===== config.mk =====
export PLATFORM = sky130hd
export DESIGN_NAME = joy_serial_scan
export DESIGN_NICKNAME = d
export VERILOG_FILES = /design/src/rtl/joy_serial_pkg.sv /design/src/rtl/joy_tick_gen.sv /design/src/rtl/joy_serial_scan.sv
export SDC_FILE = /design/constraint.sdc
export NUM_CORES = 1
export LEC_CHECK = 0
export ABC_AREA = 0
export BUFFER_PORTS_ARGS = -buffer_cell sky130_fd_sc_hd__buf_4
export CAP_MARGIN = 20
export CELL_PAD_IN_SITES_DETAIL_PLACEMENT = 0
export CELL_PAD_IN_SITES_GLOBAL_PLACEMENT = 1
export CORE_ASPECT_RATIO = 1.2
export CORE_MARGIN = 2
export CORE_UTILIZATION = 32
export CTS_CLUSTER_DIAMETER = 60
export DETAILED_ROUTE_END_ITERATION = 8
export PLACE_DENSITY_LB_ADDON = 0.15
export SYNTH_ARGS = -nofsm -noshare
export SYNTH_HDL_FRONTEND = slang
export SYNTH_SLANG_ARGS = --single-unit

===== constraint.sdc =====
create_clock -name clk_sys -period 2.1 [get_ports clk_sys]
set_input_delay 0.105 -clock clk_sys [delete_from_list [all_inputs] [get_ports clk_sys]]
set_output_delay 0.105 -clock clk_sys [all_outputs]
set_load 0.02 [all_outputs]

===== src/rtl/joy_serial_pkg.sv =====
// Shared types and width helpers for the UserIO serial joystick scanner.
package joy_serial_pkg;

  typedef enum logic [2:0] {
    ST_GAP    = 3'd0,
    ST_LOAD   = 3'd1,
    ST_LOW    = 3'd2,
    ST_HIGH   = 3'd3,
    ST_COMMIT = 3'd4
  } joy_state_e;

  // Bits needed to hold any value in 0..max_val (never less than one bit).
  function automatic int unsigned cnt_width(input int unsigned max_val);
    int unsigned w;
    if (max_val < 32'd2) begin
      w = 32'd1;
    end else begin
      w = $clog2(max_val + 32'd1);
    end
    return w;
  endfunction

endpackage


===== src/rtl/joy_tick_gen.sv =====
// Free-running prescaler: one registered tick every CLK_DIV cycles, restartable by clear.
module joy_tick_gen
  import joy_serial_pkg::*;
#(
  parameter int unsigned CLK_DIV = 16
) (
  input  logic clk_sys,
  input  logic reset_n,
  input  logic clear,
  output logic tick
);

  localparam int unsigned CW = cnt_width(CLK_DIV - 32'd1);
  localparam logic [CW-1:0] CNT_LAST = CW'(CLK_DIV - 32'd1);

  logic [CW-1:0] cnt_q, cnt_d;
  logic          tick_q, tick_d;

  // Next count; the tick flag is registered alongside so it is high exactly while count is last.
  always_comb begin
    cnt_d = cnt_q;
    if (clear) begin
      cnt_d = '0;
    end else if (cnt_q == CNT_LAST) begin
      cnt_d = '0;
    end else begin
      cnt_d = cnt_q + 1'b1;
    end
    tick_d = (cnt_d == CNT_LAST);
  end

  // Prescaler state.
  always_ff @(posedge clk_sys or negedge reset_n) begin
    if (!reset_n) begin
      cnt_q  <= '0;
      tick_q <= 1'b0;
    end else begin
      cnt_q  <= cnt_d;
      tick_q <= tick_d;
    end
  end

  assign tick = tick_q;

endmodule


===== src/rtl/joy_serial_scan.sv =====
// UserIO serial joystick scanner: drives load/clock for chained PISO adapters,
// deserialises the button stream and debounces whole frames before publishing.
module joy_serial_scan
  import joy_serial_pkg::*;
#(
  parameter int unsigned PLAYERS   = 2,
  parameter int unsigned BITS      = 12,
  parameter int unsigned CLK_DIV   = 16,
  parameter int unsigned GAP_TICKS = 8,
  parameter int unsigned DEBOUNCE  = 2
) (
  input  logic                      clk_sys,
  input  logic                      reset_n,
  input  logic                      enable,
  input  logic                      joy_data,
  output logic                      joy_clk,
  output logic                      joy_load,
  output logic [PLAYERS*BITS-1:0]   joy_out,
  output logic                      frame_valid,
  output logic                      changed
);

  localparam int unsigned N     = PLAYERS * BITS;
  localparam int unsigned IDX_W = cnt_width(N - 32'd1);
  localparam int unsigned GAP_W = cnt_width(GAP_TICKS - 32'd1);
  localparam int unsigned STB_W = cnt_width(DEBOUNCE);

  localparam logic [IDX_W-1:0] IDX_LAST = IDX_W'(N - 32'd1);
  localparam logic [GAP_W-1:0] GAP_LAST = GAP_W'(GAP_TICKS - 32'd1);
  localparam logic [STB_W-1:0] STB_MAX  = STB_W'(DEBOUNCE);
  localparam logic [STB_W-1:0] STB_ONE  = STB_W'(32'd1);

  joy_state_e       state_q, state_d;
  logic [GAP_W-1:0] gap_q, gap_d;
  logic [IDX_W-1:0] idx_q, idx_d;
  logic [N-1:0]     cap_q, cap_d;
  logic [N-1:0]     cand_q, cand_d;
  logic [STB_W-1:0] stable_q, stable_d;
  logic [N-1:0]     out_q, out_d;
  logic             fv_q, fv_d;
  logic             chg_q, chg_d;
  logic             joy_clk_q, joy_load_q;
  logic             tick_s;
  logic             clear_s;

  assign clear_s = ~enable;

  joy_tick_gen #(
    .CLK_DIV (CLK_DIV)
  ) u_tick (
    .clk_sys (clk_sys),
    .reset_n (reset_n),
    .clear   (clear_s),
    .tick    (tick_s)
  );

  // Scan sequencer and frame debounce; a low enable overrides everything, including COMMIT.
  always_comb begin
    state_d  = state_q;
    gap_d    = gap_q;
    idx_d    = idx_q;
    cap_d    = cap_q;
    cand_d   = cand_q;
    stable_d = stable_q;
    out_d    = out_q;
    fv_d     = 1'b0;
    chg_d    = 1'b0;
    if (!enable) begin
      state_d  = ST_GAP;
      gap_d    = '0;
      idx_d    = '0;
      cap_d    = '0;
      cand_d   = '0;
      stable_d = '0;
      out_d    = '0;
    end else begin
      case (state_q)
        ST_GAP: begin
          if (tick_s) begin
            if (gap_q == GAP_LAST) begin
              gap_d   = '0;
              state_d = ST_LOAD;
            end else begin
              gap_d = gap_q + 1'b1;
            end
          end else begin
            gap_d = gap_q;
          end
        end
        ST_LOAD: begin
          if (tick_s) begin
            idx_d   = '0;
            state_d = ST_LOW;
          end else begin
            idx_d = idx_q;
          end
        end
        ST_LOW: begin
          // Wire level is active low; capture holds pressed = 1.
          if (tick_s) begin
            cap_d[idx_q] = ~joy_data;
            state_d      = ST_HIGH;
          end else begin
            state_d = ST_LOW;
          end
        end
        ST_HIGH: begin
          if (tick_s) begin
            if (idx_q == IDX_LAST) begin
              state_d = ST_COMMIT;
            end else begin
              idx_d   = idx_q + 1'b1;
              state_d = ST_LOW;
            end
          end else begin
            state_d = ST_HIGH;
          end
        end
        ST_COMMIT: begin
          if (cap_q == cand_q) begin
            if (stable_q == STB_MAX) begin
              stable_d = stable_q;
            end else begin
              stable_d = stable_q + 1'b1;
            end
          end else begin
            cand_d   = cap_q;
            stable_d = STB_ONE;
          end
          if (stable_d == STB_MAX) begin
            out_d = cand_d;
          end else begin
            out_d = out_q;
          end
          fv_d    = 1'b1;
          chg_d   = (out_d != out_q);
          state_d = ST_GAP;
        end
        default: begin
          state_d = ST_GAP;
        end
      endcase
    end
  end

  // State, datapath and registered pin/strobe outputs decoded from the next state.
  always_ff @(posedge clk_sys or negedge reset_n) begin
    if (!reset_n) begin
      state_q    <= ST_GAP;
      gap_q      <= '0;
      idx_q      <= '0;
      cap_q      <= '0;
      cand_q     <= '0;
      stable_q   <= '0;
      out_q      <= '0;
      fv_q       <= 1'b0;
      chg_q      <= 1'b0;
      joy_clk_q  <= 1'b1;
      joy_load_q <= 1'b1;
    end else begin
      state_q    <= state_d;
      gap_q      <= gap_d;
      idx_q      <= idx_d;
      cap_q      <= cap_d;
      cand_q     <= cand_d;
      stable_q   <= stable_d;
      out_q      <= out_d;
      fv_q       <= fv_d;
      chg_q      <= chg_d;
      joy_clk_q  <= (state_d != ST_LOW);
      joy_load_q <= (state_d != ST_LOAD);
    end
  end

  assign joy_clk     = joy_clk_q;
  assign joy_load    = joy_load_q;
  assign joy_out     = out_q;
  assign frame_valid = fv_q;
  assign changed     = chg_q;

endmodule


Word level (Yosys, flattened, before mapping)

Index checks and enable logic that the tools add are counted.

Register bits: 94
Input bits: 4
Output and inout bits: 28
Logic and storage cells: 90

Add/sub/neg operators: 4
$lt $le $gt $ge: 2
Equal/unequal tests: 22
Muxes and demuxes: 43
Bitwise logic cells: 1
Reductions and logical operators: 5

Operators with widths:

| operator            | count |
|---|---|
| $mux 24             | 11 |
| $mux 3              | 10 |
| $bwmux 24           | 1 |
| $eq 24x24->1        | 1 |
| $ne 24x24->1        | 1 |
| $mux 5              | 4 |
| $mux 2              | 6 |
| $pmux 3 s4          | 1 |
| $pmux 5 s2          | 1 |
| $ne 3x2->1 const B  | 3 |
| $eq 4x4->1 const B  | 2 |
| $mux 4              | 2 |
| $ne 2x1->1 const B  | 4 |
| $eq 3x2->1 const B  | 2 |
| $eq 3x3->1 const B  | 2 |
| $lt 5x6->1 const B  | 1 |
| $mux 1              | 6 |
| $ne 3x1->1 const B  | 2 |
| $add 5x1->5 const B | 1 |
| $demux 1 s5         | 1 |
| $eq 5x5->1 const B  | 1 |
| $ge 5x1->1 const B  | 1 |
| $add 4x1->4 const B | 1 |
| $eq 2x2->1 const B  | 2 |
| other kinds (9)     | 10 |

Logic depth before layout (Yosys ltp)

Word-level depth: 12
Depth in mapped cells: 9
Depth with buffers taken out: 6

Hierarchy

Synthesis repeated with hierarchy kept, for this count alone.

Cells, all modules: 486
Area, all modules: 4730.8 µm²

Modules (own cells, without submodules):

| module          | instances | cells an instance | area each (µm²) | seq. area each (µm²) |
|---|---|---|---|---|
| joy_serial_scan | 1         | 470               | 4525.6          | 2229.6 |
| joy_tick_gen    | 1         | 16                | 205.2           | 125.1 |

Worst setup path after synthesis

No wires, ideal clock.

Path type: reg-to-reg
Start point: reg state_q[0]
End point: reg out_q[23], in the netlist joy_out[23]
Library setup time: 0.078 ns
Arrival time: 1.748 ns
Data required time: 2.022 ns
Slack: 0.274 ns
Cell stages (with the launch flop): 10
Path buffers: 4
Period minus slack after synthesis: 1.826 ns
Cells stage by stage: dfrtp_1 buf_6 or3b_1 buf_6 nor2_4 and4_1 buf_6 buf_8 nand4_1 a21oi_1

Longest elaborated chain between the ends: 2

Ends and longest elaborated chain:

| element                     | line                   | text |
|---|---|---|
| start: declaration          | joy_serial_scan.sv:33  | `joy_state_e state_q, state_d;` |
| start signal: assignment    | joy_serial_scan.sv:161 | `state_q <= state_d;` |
| $eq 3x3->1                  | joy_serial_scan.sv:77  | `case (state_q)` |
| $ne 2x1->1 (no source line) | n/a                    |  |
| end signal: assignment      | joy_serial_scan.sv:167 | `out_q <= out_d;` |
| end: declaration            | joy_serial_scan.sv:39  | `logic [N-1:0] out_q, out_d;` |

No other way between the ends.
A chain may end at the register's enable or synchronous reset.

Worst setup path after layout

Start point: reg state_q[2]
End point: reg stable_q[0]

Longest elaborated chain between the ends: 2

Ends and longest elaborated chain:

| element                     | line                   | text |
|---|---|---|
| $eq 3x3->1                  | joy_serial_scan.sv:77  |  |
| $ne 2x1->1 (no source line) | n/a                    |  |
| end signal: assignment      | joy_serial_scan.sv:166 | `stable_q <= stable_d;` |
| end: declaration            | joy_serial_scan.sv:38  | `logic [STB_W-1:0] stable_q, stable_d;` |

No other way between the ends.

==> flow_summary.toml <==
[status]
outcome = "completed"

[setup_path]
crit-reg2reg-capture = "stable_q[0]$_DFFE_PN0P_"
startpoint = "state_q[2]$_DFF_PN0_"
crit_arrival_ns = 2.16
setup.worst_path.class = "flop to flop"
worst_ep_required_time_ns = 2.35
regToRegSetupSlack_ns = 0.19
critPathMaxFanout = 11
worst_setup_path_end_kind = "flop"
worstSetupStartpointType = "flop"
worst_setup_path_endpoint = "stable_q[0]$_DFFE_PN0P_"
rr_worst_depth = 6
reg2reg_from = "state_q[2]$_DFF_PN0_"

[timing]
top_achievable_clock_speed_ghz = 0.523
clock_skew_ns = 0.00801
final_count_of_negative_setup_slack_endpoints = 0
timing.final.crit_share_pct = 91.0
timing.final.max_slew_violations = 0
final.min_clock_period_ns = 1.91
maxSlewHeadroom_pct = 63.7
final-hold-violation-count = 0
finalSetupTns_ns = 0
rsz0062_at_grt = "false"
worstMarginPinSlew_ns = 0.544

[cells_and_area]
design_area_um2 = 5650
final_layout_fill_cell_count = 1432
antenna-diode-count = 0
nets = 537
layout-area-overhead-vs-synth_pct = 20.6
final_std_cells_w_o_fill = 705
fraction_of_layout_cells_with_a_size_suffix_above_1_pct = 20.0

[pwr]
total_power_mw = 3.65
power_density_nw_per_um2 = 647
power_leakage_nw = 2.63
irDropWorstVdd_mv = 0.281

[grt]
number_of_antenna_violations_at_the_first_check_in_global_routing = 0
first_pass_grt_wire_length_um = 21600
groute.usage.overall_pct = 18.6
aggregate_global_routing_overflow = 0
grt_max_degree = 48
grt_pass1_vias = 3614

[yosys]
yosys_synthesis_warning_count = 0
synth_cell_types = 43
synth_seq_cells = 94
synth.area.mux_share_pct = 0.667
post_synth_and_or_nand_nor_area_fraction_pct = 16.0
synthesis.area_per_instance_um2 = 9.87
syn-instance-count = 475
synth_top_family_by_area = "compound AO/OA/AOI/OAI gates"
ys_seq_area_share_pct = 50.2
synth_compound_area_share_pct = 16.5
post_synth_xor_area_fraction_pct = 9.71
postSynthNetCount = 487
netlist_area_um2 = 4690
post_synth_fa_ha_maj_area_fraction_pct = 2.14

[hold_path]
holdCritPathClass = "input port to flop"
hold_depth = 2

[drt]
drcViolationCount = 0
detail-route-antenna-nets = 0
drt-initial-drc-count = 207
post_drt_wl_per_cell_um = 19.7
firstDrtPassIters = 4
wirelength_um = 13900
via_count = 3848
detail_route.vias_per_cell = 5.46

[cts]
path_clk_slew_ns = 0.07
tritoncts.num_buffers = 9
number_of_sinks_handled_by_clock_tree_synthesis = 94
postCtsSetupBuffers = 0
clkLatencyLatePin_ns = 0.36
h_tree_depth = 3
cts_tree = "built"
cts.path.max_buffers = 2
clock-root-buffer = "sky130_fd_sc_hd__clkbuf_16"

[die]
die_area_um2 = 15600
initial_core_util_pct = 32.7
die_height_um = 137
die_width_um = 114
row_count = 48
top_level_port_count = 32
core-area_um2 = 14400

[place]
post-dp-hpwl_um = 9300
place_inst = 688
dpl-instance-area_um2 = 5330
count_of_input_and_output_buffers = 31
routabilityCongestion = 0.782

[run]
drv.max_cap_violation_count = 0
## worst max-delay path, cell delays in order (launching register included)
cell                      delay (ns)
sky130_fd_sc_hd__dfrtp_1        0.44
sky130_fd_sc_hd__or3b_1         0.43
sky130_fd_sc_hd__nor2_4         0.13
sky130_fd_sc_hd__and4_1         0.24
sky130_fd_sc_hd__buf_4          0.21
sky130_fd_sc_hd__nand2_1        0.09
sky130_fd_sc_hd__o221a_2        0.25
## area by class of cell
type | count | area [µm²] | share of cell area (%)
tap | 175 | 219 | 3.87
clock inverter | 7 | 80.1 | 1.42
clock buffer | 9 | 225 | 3.98
multi-input combinational | 335 | 2130 | 37.7
sequential | 94 | 2350 | 41.7
inverter | 6 | 22.5 | 0.398
timing repair buffer | 79 | 621 | 11.0
## state kept, by name (all words and copies together) (netlist names), 2 cells and up
signal / count
cand_q: 24
cap_q: 24
gap_q: 3
idx_q: 5
joy_out: 24
stable_q: 2
state_q: 3
u_tick.cnt_q: 4
## cell families (layout without fill, tap and decap cells)
family                     count (synthesis)  count (layout)
muxes                                      3               3
buffers and inverters                     46             101
xor gates and xnor gates                  52              52
AOI/OAI and AO/OA                        133             133
adders and majority gates                  8               8
and+or+nand+nor                          139             139
DFF                                       94              94
## report_power, final
part / switching, mW / internal, mW
sequential: 0.00443 / 1.81
clock: 0.791 / 0.941
combinational: 0.0837 / 0.0212
## synth_stat cells
cell type,n,area share (%)
sky130_fd_sc_hd__a21oi_1,76,8.1
sky130_fd_sc_hd__a311oi_1,24,4.5
sky130_fd_sc_hd__a32oi_1,1,0.19
sky130_fd_sc_hd__a41oi_1,1,0.19
sky130_fd_sc_hd__and2_1,5,0.67
sky130_fd_sc_hd__and3_1,1,0.13
sky130_fd_sc_hd__and3b_1,2,0.37
sky130_fd_sc_hd__and4_1,2,0.37
sky130_fd_sc_hd__and4b_1,2,0.43
sky130_fd_sc_hd__and4bb_2,1,0.27
sky130_fd_sc_hd__buf_1,2,0.16
sky130_fd_sc_hd__buf_2,4,0.43
sky130_fd_sc_hd__buf_6,3,0.72
sky130_fd_sc_hd__buf_8,2,0.64
sky130_fd_sc_hd__clkbuf_1,29,2.3
sky130_fd_sc_hd__dfrtp_1,92,49
sky130_fd_sc_hd__dfstp_2,2,1.1
sky130_fd_sc_hd__ha_1,8,2.1
sky130_fd_sc_hd__inv_1,6,0.48
sky130_fd_sc_hd__mux2_2,1,0.24
sky130_fd_sc_hd__mux2i_1,2,0.43
sky130_fd_sc_hd__nand2_1,52,4.2
sky130_fd_sc_hd__nand2b_1,1,0.13
sky130_fd_sc_hd__nand3_1,3,0.32
sky130_fd_sc_hd__nand3b_1,1,0.16
sky130_fd_sc_hd__nand4_1,30,4.0
sky130_fd_sc_hd__nand4b_1,1,0.19
sky130_fd_sc_hd__nor2_1,11,0.88
sky130_fd_sc_hd__nor2_4,1,0.24
sky130_fd_sc_hd__nor2b_1,1,0.13
sky130_fd_sc_hd__nor3_1,5,0.53
sky130_fd_sc_hd__nor3b_1,4,0.64
sky130_fd_sc_hd__nor4_1,10,1.3
sky130_fd_sc_hd__nor4b_1,1,0.19
sky130_fd_sc_hd__o211ai_1,1,0.16
sky130_fd_sc_hd__o21ai_0,29,3.1
sky130_fd_sc_hd__o221a_2,1,0.24
sky130_fd_sc_hd__or3_1,2,0.27
sky130_fd_sc_hd__or3b_1,1,0.19
sky130_fd_sc_hd__or3b_2,1,0.19
sky130_fd_sc_hd__or4bb_1,1,0.24
sky130_fd_sc_hd__xnor2_1,10,1.9
sky130_fd_sc_hd__xor2_1,42,7.8
## how the worst min path moves through the flow
stage / startpoint / end / slack, ns
after global placement: reset_n / joy_out[6]$_DFFE_PN0P_ / 0.07
after detailed placement: reset_n / joy_out[6]$_DFFE_PN0P_ / 0.07
after CTS: enable / u_tick.cnt_q[1]$_DFF_PN0_ / 0.03
after global routing: enable / u_tick.cnt_q[1]$_DFF_PN0_ / 0.04
after floorplan: reset_n / cand_q[0]$_DFFE_PN0P_ / -0.19
final: enable / u_tick.cnt_q[1]$_DFF_PN0_ / 0.04
## layout by cell type (no fill, tap or decap), types with 2 or more instances in the layout
cell	n
sky130_fd_sc_hd__ha_1	8
sky130_fd_sc_hd__clkbuf_16	9
sky130_fd_sc_hd__inv_6	4
sky130_fd_sc_hd__clkinvlp_4	2
sky130_fd_sc_hd__nand3_1	3
sky130_fd_sc_hd__nor2_1	11
sky130_fd_sc_hd__and2_1	5
sky130_fd_sc_hd__dfrtp_1	92
sky130_fd_sc_hd__nor4_1	8
sky130_fd_sc_hd__and4b_1	2
sky130_fd_sc_hd__and4_1	2
sky130_fd_sc_hd__or3_1	2
sky130_fd_sc_hd__xor2_1	42
sky130_fd_sc_hd__a311oi_1	24
sky130_fd_sc_hd__nor3_1	5
sky130_fd_sc_hd__o21ai_0	29
sky130_fd_sc_hd__and3b_1	2
sky130_fd_sc_hd__mux2i_1	2
sky130_fd_sc_hd__buf_4	76
sky130_fd_sc_hd__buf_12	2
sky130_fd_sc_hd__a21oi_1	76
sky130_fd_sc_hd__xnor2_1	10
sky130_fd_sc_hd__nor3b_1	3
sky130_fd_sc_hd__inv_1	5
sky130_fd_sc_hd__nand2_1	52
sky130_fd_sc_hd__nand4_1	30
sky130_fd_sc_hd__dfstp_2	2
sky130_fd_sc_hd__nor4_2	2
## metal layers
layer | GRT usage [%] | vias up | wire, µm
met2 | 29.8 | 93 | 6810
met3 | 2.21 | 17 | 471
met5 | 0 | - | 0
met1 | 25.4 | 1918 | 6310
li1 | - | 1820 | -
met4 | 8.20 | 0 | 280
## stage by stage
step                util (%)  hold WS, ns  setup slack, ns
CTS                     39.3       0.0270            0.105
global route            39.4       0.0409           0.0316
floorplan                  -       -0.191            0.274
detailed placement      37.1       0.0654            0.127
global placement        37.1       0.0687            0.124
finish                  39.4       0.0354            0.189
## timing repair
action	4_1_cts	5_1_grt
hold buffers	1	0
setup endpoints to repair	0	23
resized for setup	0	2
endpoints found under the hold margin	24	0
Note: power is estimated with default switching activity, not from simulation.
